### src/rtl/mandelbrot_lane_scheduler.sv
// mandelbrot_lane_scheduler: hands raster-order pixel coordinates to NUM_LANES independent
// point-generator lanes, collects their out-of-order results in a reorder buffer and streams
// them out strictly in raster order over valid/ready.
// Optional build macro: MANDEL_FRAME_PERF_EN adds frame_cycles/stall_cycles counters.
module mandelbrot_lane_scheduler #(
  parameter int unsigned NUM_LANES = 4,
  parameter int unsigned ITER_W    = 32,
  parameter int unsigned ROB_DEPTH = 16,
  parameter int unsigned COORD_W   = 11
) (
  input  logic                         CLK,
  input  logic                         reset,
  input  logic                         start,
  input  logic                         abort,
  input  logic [COORD_W-1:0]           x_size,
  input  logic [COORD_W-1:0]           y_size,
  output logic [NUM_LANES-1:0]         lane_go,
  output logic [NUM_LANES*COORD_W-1:0] lane_x,
  output logic [NUM_LANES*COORD_W-1:0] lane_y,
  input  logic [NUM_LANES-1:0]         lane_done,
  input  logic [NUM_LANES*ITER_W-1:0]  lane_iter,
  output logic                         out_valid,
  input  logic                         out_ready,
  output logic [ITER_W-1:0]            out_data,
  output logic                         out_last,
  output logic                         busy,
`ifdef MANDEL_FRAME_PERF_EN
  output logic [31:0]                  frame_cycles,
  output logic [31:0]                  stall_cycles,
`endif
  output logic                         frame_done
);

  localparam int unsigned IdxW  = 2 * COORD_W;
  localparam int unsigned TagW  = (ROB_DEPTH > 1) ? $clog2(ROB_DEPTH) : 1;
  localparam int unsigned LaneW = (NUM_LANES > 1) ? $clog2(NUM_LANES) : 1;

  typedef enum logic [1:0] {StIdle, StIssue, StDrain, StAbort} state_e;

  state_e              state_q, state_d;
  logic [COORD_W-1:0]  x_size_q, x_size_d;
  logic [IdxW-1:0]     total_q, total_d;
  logic [IdxW-1:0]     issue_idx_q, issue_idx_d;
  logic [IdxW-1:0]     out_idx_q, out_idx_d;
  logic [COORD_W-1:0]  x_q, x_d, y_q, y_d;
  logic                frame_done_q, frame_done_d;
  logic [ROB_DEPTH-1:0] rob_valid_q, rob_valid_d;
  logic                rob_clear;

  logic [NUM_LANES-1:0] lane_busy_q;
  logic [NUM_LANES-1:0] lane_go_q;
  logic [COORD_W-1:0]   lane_x_q   [NUM_LANES];
  logic [COORD_W-1:0]   lane_y_q   [NUM_LANES];
  logic [TagW-1:0]      lane_tag_q [NUM_LANES];
  logic [ITER_W-1:0]    rob_data_q [ROB_DEPTH];

  logic [NUM_LANES-1:0] lane_avail;
  logic [LaneW-1:0]     issue_lane;
  logic                 lane_free_any;
  logic [IdxW-1:0]      occupancy;
  logic                 rob_full;
  logic                 issue_en;
  logic [TagW-1:0]      issue_tag;
  logic [TagW-1:0]      out_tag;
  logic                 out_active;
  logic                 rob_wr_en;
  logic                 handshake;
  logic                 x_last;

  // A lane finishing this cycle can be handed a new pixel in the same decision.
  assign lane_avail = ~lane_busy_q | lane_done;
  // Full-width subtraction so the occupancy compare survives index wrap.
  assign occupancy  = issue_idx_q - out_idx_q;
  assign rob_full   = occupancy >= IdxW'(ROB_DEPTH);
  assign issue_en   = (state_q == StIssue) && !abort && (issue_idx_q != total_q) &&
                      !rob_full && lane_free_any;
  assign issue_tag  = TagW'(issue_idx_q & IdxW'(ROB_DEPTH - 1));
  assign out_tag    = TagW'(out_idx_q & IdxW'(ROB_DEPTH - 1));
  assign out_active = (state_q == StIssue) || (state_q == StDrain);
  assign rob_wr_en  = out_active;
  assign x_last     = (x_q == x_size_q - COORD_W'(1));

  assign out_valid  = out_active && rob_valid_q[out_tag];
  assign out_data   = out_valid ? rob_data_q[out_tag] : '0;
  assign out_last   = out_active && (out_idx_q == total_q - IdxW'(1));
  assign handshake  = out_valid && out_ready;
  assign busy       = (state_q != StIdle);
  assign frame_done = frame_done_q;
  assign lane_go    = lane_go_q;

  for (genvar g = 0; g < int'(NUM_LANES); g++) begin : g_lane_out
    assign lane_x[g*COORD_W +: COORD_W] = lane_x_q[g];
    assign lane_y[g*COORD_W +: COORD_W] = lane_y_q[g];
  end

  // Pick the lowest-numbered lane that is free (or freeing) this cycle.
  always_comb begin
    issue_lane    = '0;
    lane_free_any = 1'b0;
    for (int i = int'(NUM_LANES) - 1; i >= 0; i--) begin
      if (lane_avail[i]) begin
        issue_lane    = LaneW'(i);
        lane_free_any = 1'b1;
      end
    end
  end

  // Frame FSM plus issue/output index bookkeeping.
  always_comb begin
    state_d      = state_q;
    x_size_d     = x_size_q;
    total_d      = total_q;
    issue_idx_d  = issue_idx_q;
    out_idx_d    = out_idx_q;
    x_d          = x_q;
    y_d          = y_q;
    frame_done_d = 1'b0;
    rob_clear    = 1'b0;
    unique case (state_q)
      StIdle: begin
        if (start) begin
          if (x_size == '0 || y_size == '0) begin
            frame_done_d = 1'b1;
          end else begin
            state_d     = StIssue;
            x_size_d    = x_size;
            total_d     = IdxW'(x_size) * IdxW'(y_size);
            issue_idx_d = '0;
            out_idx_d   = '0;
            x_d         = '0;
            y_d         = '0;
          end
        end
      end
      StIssue: begin
        if (abort)                         state_d = StAbort;
        else if (issue_idx_q == total_q)   state_d = StDrain;
      end
      StDrain: begin
        if (abort) begin
          state_d = StAbort;
        end else if (out_idx_q == total_q) begin
          state_d      = StIdle;
          frame_done_d = 1'b1;
        end
      end
      StAbort: begin
        // Results of in-flight lanes are dropped; leave only once every lane is idle.
        if (lane_busy_q == '0) begin
          state_d     = StIdle;
          rob_clear   = 1'b1;
          issue_idx_d = '0;
          out_idx_d   = '0;
          total_d     = '0;
        end
      end
      default: state_d = StIdle;
    endcase
    if (issue_en) begin
      issue_idx_d = issue_idx_q + IdxW'(1);
      if (x_last) begin
        x_d = '0;
        y_d = y_q + COORD_W'(1);
      end else begin
        x_d = x_q + COORD_W'(1);
      end
    end
    if (handshake) out_idx_d = out_idx_q + IdxW'(1);
  end

  // ROB valid bits: drain clears the head, lane completions set their tags.
  always_comb begin
    rob_valid_d = rob_valid_q;
    if (handshake) rob_valid_d[out_tag] = 1'b0;
    for (int i = 0; i < int'(NUM_LANES); i++) begin
      if (rob_wr_en && lane_done[i] && lane_busy_q[i]) rob_valid_d[lane_tag_q[i]] = 1'b1;
    end
    if (rob_clear) rob_valid_d = '0;
  end

  // Control state registers.
  always_ff @(posedge CLK or posedge reset) begin
    if (reset) begin
      state_q      <= StIdle;
      x_size_q     <= '0;
      total_q      <= '0;
      issue_idx_q  <= '0;
      out_idx_q    <= '0;
      x_q          <= '0;
      y_q          <= '0;
      frame_done_q <= 1'b0;
      rob_valid_q  <= '0;
    end else begin
      state_q      <= state_d;
      x_size_q     <= x_size_d;
      total_q      <= total_d;
      issue_idx_q  <= issue_idx_d;
      out_idx_q    <= out_idx_d;
      x_q          <= x_d;
      y_q          <= y_d;
      frame_done_q <= frame_done_d;
      rob_valid_q  <= rob_valid_d;
    end
  end

  // Per-lane issue registers and ROB data capture.
  always_ff @(posedge CLK or posedge reset) begin
    if (reset) begin
      lane_busy_q <= '0;
      lane_go_q   <= '0;
      for (int i = 0; i < int'(NUM_LANES); i++) begin
        lane_x_q[i]   <= '0;
        lane_y_q[i]   <= '0;
        lane_tag_q[i] <= '0;
      end
      for (int e = 0; e < int'(ROB_DEPTH); e++) rob_data_q[e] <= '0;
    end else begin
      lane_go_q <= '0;
      for (int i = 0; i < int'(NUM_LANES); i++) begin
        if (lane_done[i]) lane_busy_q[i] <= 1'b0;
        if (rob_wr_en && lane_done[i] && lane_busy_q[i]) begin
          rob_data_q[lane_tag_q[i]] <= lane_iter[i*ITER_W +: ITER_W];
        end
      end
      if (issue_en) begin
        lane_go_q[issue_lane]   <= 1'b1;
        lane_busy_q[issue_lane] <= 1'b1;
        lane_x_q[issue_lane]    <= x_q;
        lane_y_q[issue_lane]    <= y_q;
        lane_tag_q[issue_lane]  <= issue_tag;
      end
    end
  end

`ifdef MANDEL_FRAME_PERF_EN
  logic        stall;
  logic [31:0] run_cycles_q, run_stalls_q, frame_cycles_q, stall_cycles_q;

  assign stall        = (state_q == StIssue) && !abort && (issue_idx_q != total_q) && rob_full;
  assign frame_cycles = frame_cycles_q;
  assign stall_cycles = stall_cycles_q;

  // Running per-frame counters, published only when a frame completes.
  always_ff @(posedge CLK or posedge reset) begin
    if (reset) begin
      run_cycles_q   <= '0;
      run_stalls_q   <= '0;
      frame_cycles_q <= '0;
      stall_cycles_q <= '0;
    end else begin
      if (state_q == StIdle && start) begin
        run_cycles_q <= 32'd1;
        run_stalls_q <= '0;
      end else begin
        if (busy && run_cycles_q != '1) run_cycles_q <= run_cycles_q + 32'd1;
        if (stall && run_stalls_q != '1) run_stalls_q <= run_stalls_q + 32'd1;
      end
      if (frame_done_d) begin
        frame_cycles_q <= (state_q == StIdle) ? 32'd1 : run_cycles_q;
        stall_cycles_q <= (state_q == StIdle) ? 32'd0 : run_stalls_q;
      end
    end
  end
`endif

endmodule

### config.mk
export PLATFORM = sky130hd
export DESIGN_NAME = mandelbrot_lane_scheduler
export DESIGN_NICKNAME = d
export VERILOG_FILES = /design/src/rtl/mandelbrot_lane_scheduler.sv
export SDC_FILE = /design/constraint.sdc
export NUM_CORES = 2
export LEC_CHECK = 0
export CELL_PAD_IN_SITES_DETAIL_PLACEMENT = 1
export CELL_PAD_IN_SITES_GLOBAL_PLACEMENT = 1
export CORE_MARGIN = 3
export CORE_UTILIZATION = 47
export DETAILED_ROUTE_END_ITERATION = 6
export GPL_TIMING_DRIVEN = 0
export PLACE_DENSITY_LB_ADDON = 0.1
export SYNTH_ARGS = -nofsm -noshare
export SYNTH_HDL_FRONTEND = slang
export SYNTH_SLANG_ARGS = --single-unit
### constraint.sdc
create_clock -name CLK -period 37 [get_ports CLK]
set_input_delay 7.4 -clock CLK [delete_from_list [all_inputs] [get_ports CLK]]
set_output_delay 7.4 -clock CLK [all_outputs]
set_load 0.02 [all_outputs]
# --- Yosys cells after proc, flatten, opt, wreduce, memory -nomap -nowiden ---
# Index checks and enable logic that the tools add are counted.
classes:
  eq_ne: 20
  bitwise: 16
  n_mul: 1
  n_reduce_logical: 46
  add_sub_neg: 7
  n_lt_le_gt_ge: 24
  muxes: 95
op_table:
  columns: ["operator", "count"]
  rows:
  - ["512-bit bitwise mux", 4]
  - ["512-bit 2-to-1 mux", 4]
  - ["32-bit demux with 4-bit select", 4]
  - ["32-bit 2-to-1 mux", 7]
  - ["22-bit 2-to-1 mux", 7]
  - ["32-bit binary-select mux with 4-bit select", 1]
  - ["11-bit 2-to-1 mux", 11]
  - ["16-bit 2-to-1 mux", 6]
  - ["44-bit bitwise mux", 2]
  - ["22-bit one-hot mux with 2 select lines", 2]
  - ["22-bit == test", 3]
  - ["16-bit OR", 4]
  - ["22-bit by 1-bit adder with 22-bit output (second input constant)", 2]
  - ["1-bit logical AND", 26]
  - ["5-bit greater-or-equal comparator (second input constant)", 5]
  - ["4-bit by 5-bit < comparator with 1-bit output (second input constant)", 5]
  - ["4-bit inverter with 5-bit output", 5]
  - ["11-bit by 1-bit adder with 11-bit output (second input constant)", 2]
  - ["11-bit demux with 2-bit select", 1]
  - ["22-bit by 5-bit greater-or-equal comparator with 1-bit output (second input constant)", 1]
  - ["11-bit zero test", 2]
  - ["11-bit by 11-bit multiplier with 22-bit output", 1]
  - ["2-bit 2-to-1 mux", 11]
  - ["22-bit inequality test", 1]
  - ["39 further kinds", 92]
word_totals:
  out_inout_bits: 128
  wordCells: 248
  register_bits: 742
  inputBits: 159

# --- Depth between registers and ports, before layout ---
logic_depth:
  depth_word: 16
  ltp_mapped: 22

# --- Worst setup path before layout ---
# No wires, ideal clock.
synth_path:
  path_kind: "in2reg"
  from: "input y_size[2]"
  to: "register total_q[20]"
  path_slack_ns: 24.855
  arrival_ns: 12.024
  stages: 19
  required_ns: 36.879
  setup_ns: 0.121
  n_path_buf: 1
  path_cell_list: "clkbuf_1 nand2_1 fa_1 fa_1 inv_1 fa_1 fa_1 inv_1 fa_1 inv_1 ha_1 a21o_1 a211oi_1 o211ai_1 a31o_2 a21oi_1 o21bai_1 xor2_1 a22o_1"
synth_between:
  elab_chain_len: 4
  word_cells_on_any_way: 8
synth_lines:
  columns: ["item", "line", "rtl"]
  rows:
  - ["from (decl)", "16", "input logic [COORD_W-1:0] y_size,"]
  - ["11-bit by 11-bit multiplier with 22-bit output / 11-bit zero test (equally long branches)", "127, 122", null]
  - ["22-bit 2-to-1 mux / 1-bit logical OR (equally long branches)", "122", "if (x_size == '0 || y_size == '0) begin"]
  - ["22-bit 2-to-1 mux / 2-bit inequality test (equally long branches)", null, null]
  - ["22-bit one-hot mux with 2 select lines / 4-bit AND reduction (equally long branches)", null, null]
  - ["to (signal assigned)", "196", "total_q <= total_d;"]
  - ["to (decl)", "42", "logic [IdxW-1:0] total_q, total_d;"]
# Several ways; a longest one is shown, not always the timed one. The select of a mux whose other input is x is not followed.
# A chain may end at the register's enable or synchronous reset.

# --- Final worst setup path ---
layout_path:
  from: "register out_idx_q[1]"
  to: "output out_data[1]"
layout_between:
  elab_chain_len: 5
  word_cells_on_any_way: 8
layout_lines:
  columns: ["item", "line", "rtl"]
  rows:
  - ["from (decl)", "44", "logic [IdxW-1:0] out_idx_q, out_idx_d;"]
  - ["from (signal assigned)", "198", "out_idx_q <= out_idx_d;"]
  - ["4-bit inverter with 5-bit output (not written as such)", "84", "assign out_data = out_valid ? rob_data_q[out_tag] : '0;"]
  - ["32-bit binary-select mux with 4-bit select", "84", null]
  - ["32-bit 2-to-1 mux (not written as such) (2 in a row)", "84", null]
  - ["32-bit 2-to-1 mux (*)", "84", null]
  - ["to (decl)", "24", "output logic [ITER_W-1:0] out_data,"]
# Every way passes the cells marked *; elsewhere a longest branch is shown, timed or not. The select of a mux whose other input is x is not followed.

==> results.txt <==
RSZ-0062 raised after global routing: false
share of the yosys chip area belonging to registers: 34.1%
final core utilization: 53.7%
CP startpoint kind: flip-flop
RR Endpoint: x_q[2]$_DFFE_PP0P_
Die H: 347 um
hold path cells: 1
register bit count reported by yosys: 742
clk_skew: 0.0408 ns
Max-Cap Viols: 5
Vias/cell: 6.85
clk slew on worst S/H paths: 0.06 ns
DR pass1 iterations: 6
Max H-tree Level: 3
DRT met1 WL: 106 mm
Critical Path Fanout Max: 10
Post-CTS Hold Buffers: 0
vias in the first global route: 56597
asr flop ratio synth: 100%
CP arrival: 5.73 ns
Routed Antenna Nets: 0
cell depth of the worst flop-to-flop path: 16
clock sinks: 742
worst slack at placement: 23.34 ns
Setup-failing EPs final: 0
Post-CTS Resized: 0
core footprint: 115000 um2
CTS tree: built
Syn Nets: 6633
Final Max Slew Viols: 44
Synth Instances: 6300
Mapped Area: 54500 um2
initial antenna violation count: 14
Vias: 56058
Critical R2R Launch: out_idx_q[1]$_DFFE_PP0P_
Initial DRC Count: 6472
critical path endpoint category: primary output
WHS Endpoint: lane_x[26]$_DFFE_PP0P_
residual DRC count: 0
Post-CTS Setup Bufs: 0
Final min period: 13.13 ns
Starting Density: 47.5%
number of buffers created by CTS: 90
met3 wire len: 30.7 mm
Crit Path Class: flip-flop to primary output
Fillers: 13548
Hold Crit Class: flip-flop to flip-flop
final hold vios: 0
max layer used: met5
Leak: 0.0258 uW
die area: 120000 um2
failing checks: capacitance limit, slew limit
Max Freq: 76.2 MHz
clk buf depth: 3
GP Congestion: 0.998
Post-DP HPWL: 193 mm
syn avg cell area: 8.65 um2
status: finished, violations left
area added between synthesis and finish: 13.0%
I/O pin count: 287
die width: 347 um
Root Driver: clkbuf_16
total routed wirelength: 272 mm
relative slew slack: -6.87%
gr ovfl total: 0
wire per inst: 33.2 um
Final period util: 35.5%
synth warn: 0
synth unique cells: 74
pin count of the biggest net entering global routing: 117
port buffer count: 190
Final WS setup: 23.87 ns
Total GRT Usage: 44.1%
final worst hold slack: 0.504 ns
first-pass GRT wire length: 392 mm
Peak supply drop: 0.0380 mV
Worst Tran Pin Value: 1.60 ns
EDFF count, synth: 0
setup_tns: 0 ns
WL met2: 113 mm
fraction of layout instances using a drive strength above 1: 7.34%
CP Data Required Time: 29.60 ns
P per Cell Area: 49.5 nW/um2
Hold Startpoint: lane_x[26]$_DFFE_PP0P_
fin nets: 6922
worst reg2reg setup slack: 30.12 ns
Worst-Skew Late Latency: 0.70 ns
Synth Flop Type: dfrtp_1
num rows: 124
## power by group
group          switching, uW  total, uW  internal [uW]
Sequential              65.4        954            889
Combinational            699       1150            449
Clock                    403        946            544
Total                   1170       3050           1880
## sequential cells by signal (all words and copies together), names as in the netlist
signal       flops
rob_data_q     512
lane_x          44
lane_y          44
issue_idx_q     22
out_idx_q       22
total_q         22
lane_tag_q      16
rob_valid_q     16
x_q             11
x_size_q        11
y_q             11
lane_busy_q      4
lane_go          4
state_q          2
frame_done       1
## metal layers
metal | vias up | GRT usage [%]
met3 | 1010 | 13.4
met2 | 3751 | 63.4
met1 | 28380 | 57.5
met5 | - | 0.510
li1 | 22903 | -
met4 | 14 | 29.2
## metrics by stage
stage                     instances  instance area, um2  total power (uW)
after global placement         8002               58300              2050
after global routing           8174               61600              3180
after floorplan                6300               54500              1720
final                          8187               61600              3050
after detailed placement       8009               58500              2080
after CTS                      8171               61500              3030
## cells by family after synthesis
| family | count (synthesis) | share of synthesized area (%) |
|---|---|---|
| adder cells (fa/ha/maj) | 174 | 5.10 |
| XOR/XNOR | 94 | 1.51 |
| AO/OA/AOI/OAI | 1797 | 19.8 |
| flip-flops | 742 | 34.1 |
| buffers and inverters | 931 | 6.55 |
| multiplexers | 812 | 19.1 |
| AND/OR/NAND/NOR | 1750 | 13.9 |
## cells in the final DEF, fill, tap and decap left out, types with 10 or more instances in the layout
cell type / synthesis / final
o2111ai_1: 12 / 12
fa_1: 80 / 80
inv_1: 180 / 179
clkbuf_16: 0 / 92
clkbuf_2: 0 / 11
mux2i_1: 531 / 531
nor4_1: 22 / 22
o21ai_0: 572 / 572
xnor2_1: 68 / 68
a2111oi_0: 10 / 10
a211oi_1: 524 / 524
mux2_2: 98 / 98
mux2_4: 19 / 19
clkbuf_1: 542 / 554
a21oi_1: 556 / 556
buf_1: 188 / 182
diode_2: 0 / 16
nand3_1: 76 / 76
nor2b_1: 22 / 22
nand2b_1: 20 / 20
or3_1: 16 / 16
xor2_1: 26 / 26
clkinv_2: 0 / 17
a22o_1: 10 / 10
o211ai_1: 13 / 13
ha_1: 94 / 94
dfrtp_1: 742 / 742
nor2_1: 615 / 615
buf_2: 11 / 13
o221ai_1: 15 / 15
and2_1: 110 / 110
clkbuf_8: 0 / 16
mux4_2: 164 / 164
nand4_1: 24 / 24
a21o_1: 18 / 18
nor3_1: 51 / 49
nor3b_1: 11 / 11
or4_1: 15 / 15
clkdlybuf4s50_1: 0 / 190
nand2_1: 725 / 725
## worst max path at each step
| stage | startpoint | to | slack [ns] | cells past startpoint |
|---|---|---|---|---|
| after floorplan | reset | frame_done$_DFF_PP0_ | 8.78 | 1 |
| after global placement | reset | rob_data_q[105]$_DFF_PP0_ | -2.30 | 2 |
| after detailed placement | x_size[4] | total_q[19]$_DFFE_PP0P_ | 23.34 | 21 |
| after CTS | out_idx_q[0]$_DFFE_PP0P_ | out_data[1] | 23.84 | 7 |
| after global routing | x_size[4] | total_q[19]$_DFFE_PP0P_ | 23.69 | 21 |
| final | out_idx_q[1]$_DFFE_PP0P_ | out_data[1] | 23.87 | 7 |
## cell usage after synthesis (76+ instances only)
master | instances | area [um2]
and2_1 | 110 | 688
buf_1 | 188 | 706
inv_1 | 180 | 676
nand2_1 | 725 | 2720
a211oi_1 | 524 | 3930
nor2_1 | 615 | 2310
mux4_2 | 164 | 3690
ha_1 | 94 | 1180
o21ai_0 | 572 | 2860
a21oi_1 | 556 | 2780
mux2_2 | 98 | 1100
fa_1 | 80 | 1600
dfrtp_1 | 742 | 18600
clkbuf_1 | 542 | 2030
mux2i_1 | 531 | 5320
nand3_1 | 76 | 380
## critical path, cell delays in order (launching register included)
cell and delay [ns]:
dfrtp_1 0.40, clkbuf_1 0.83, clkbuf_1 0.73, clkbuf_1 1.23, mux4_2 0.44, mux4_2 0.46, and2_1 0.30, clkdlybuf4s50_1 0.60
## cell type report
| class | count | area (um2) | share of cell area (%) |
|---|---|---|---|
| multi-input combinational | 4627 | 32400 | 52.6 |
| clock buffer | 127 | 2590 | 4.21 |
| antenna | 16 | 40.0 | 0.0650 |
| buffer | 751 | 2910 | 4.73 |
| sequential | 742 | 18600 | 30.2 |
| clock inverter | 35 | 414 | 0.673 |
| timing repair buffer | 197 | 2090 | 3.40 |
| inverter | 180 | 683 | 1.11 |
| tap | 1512 | 1890 | 3.07 |
No activity file was read; power rests on OpenSTA's default activity.
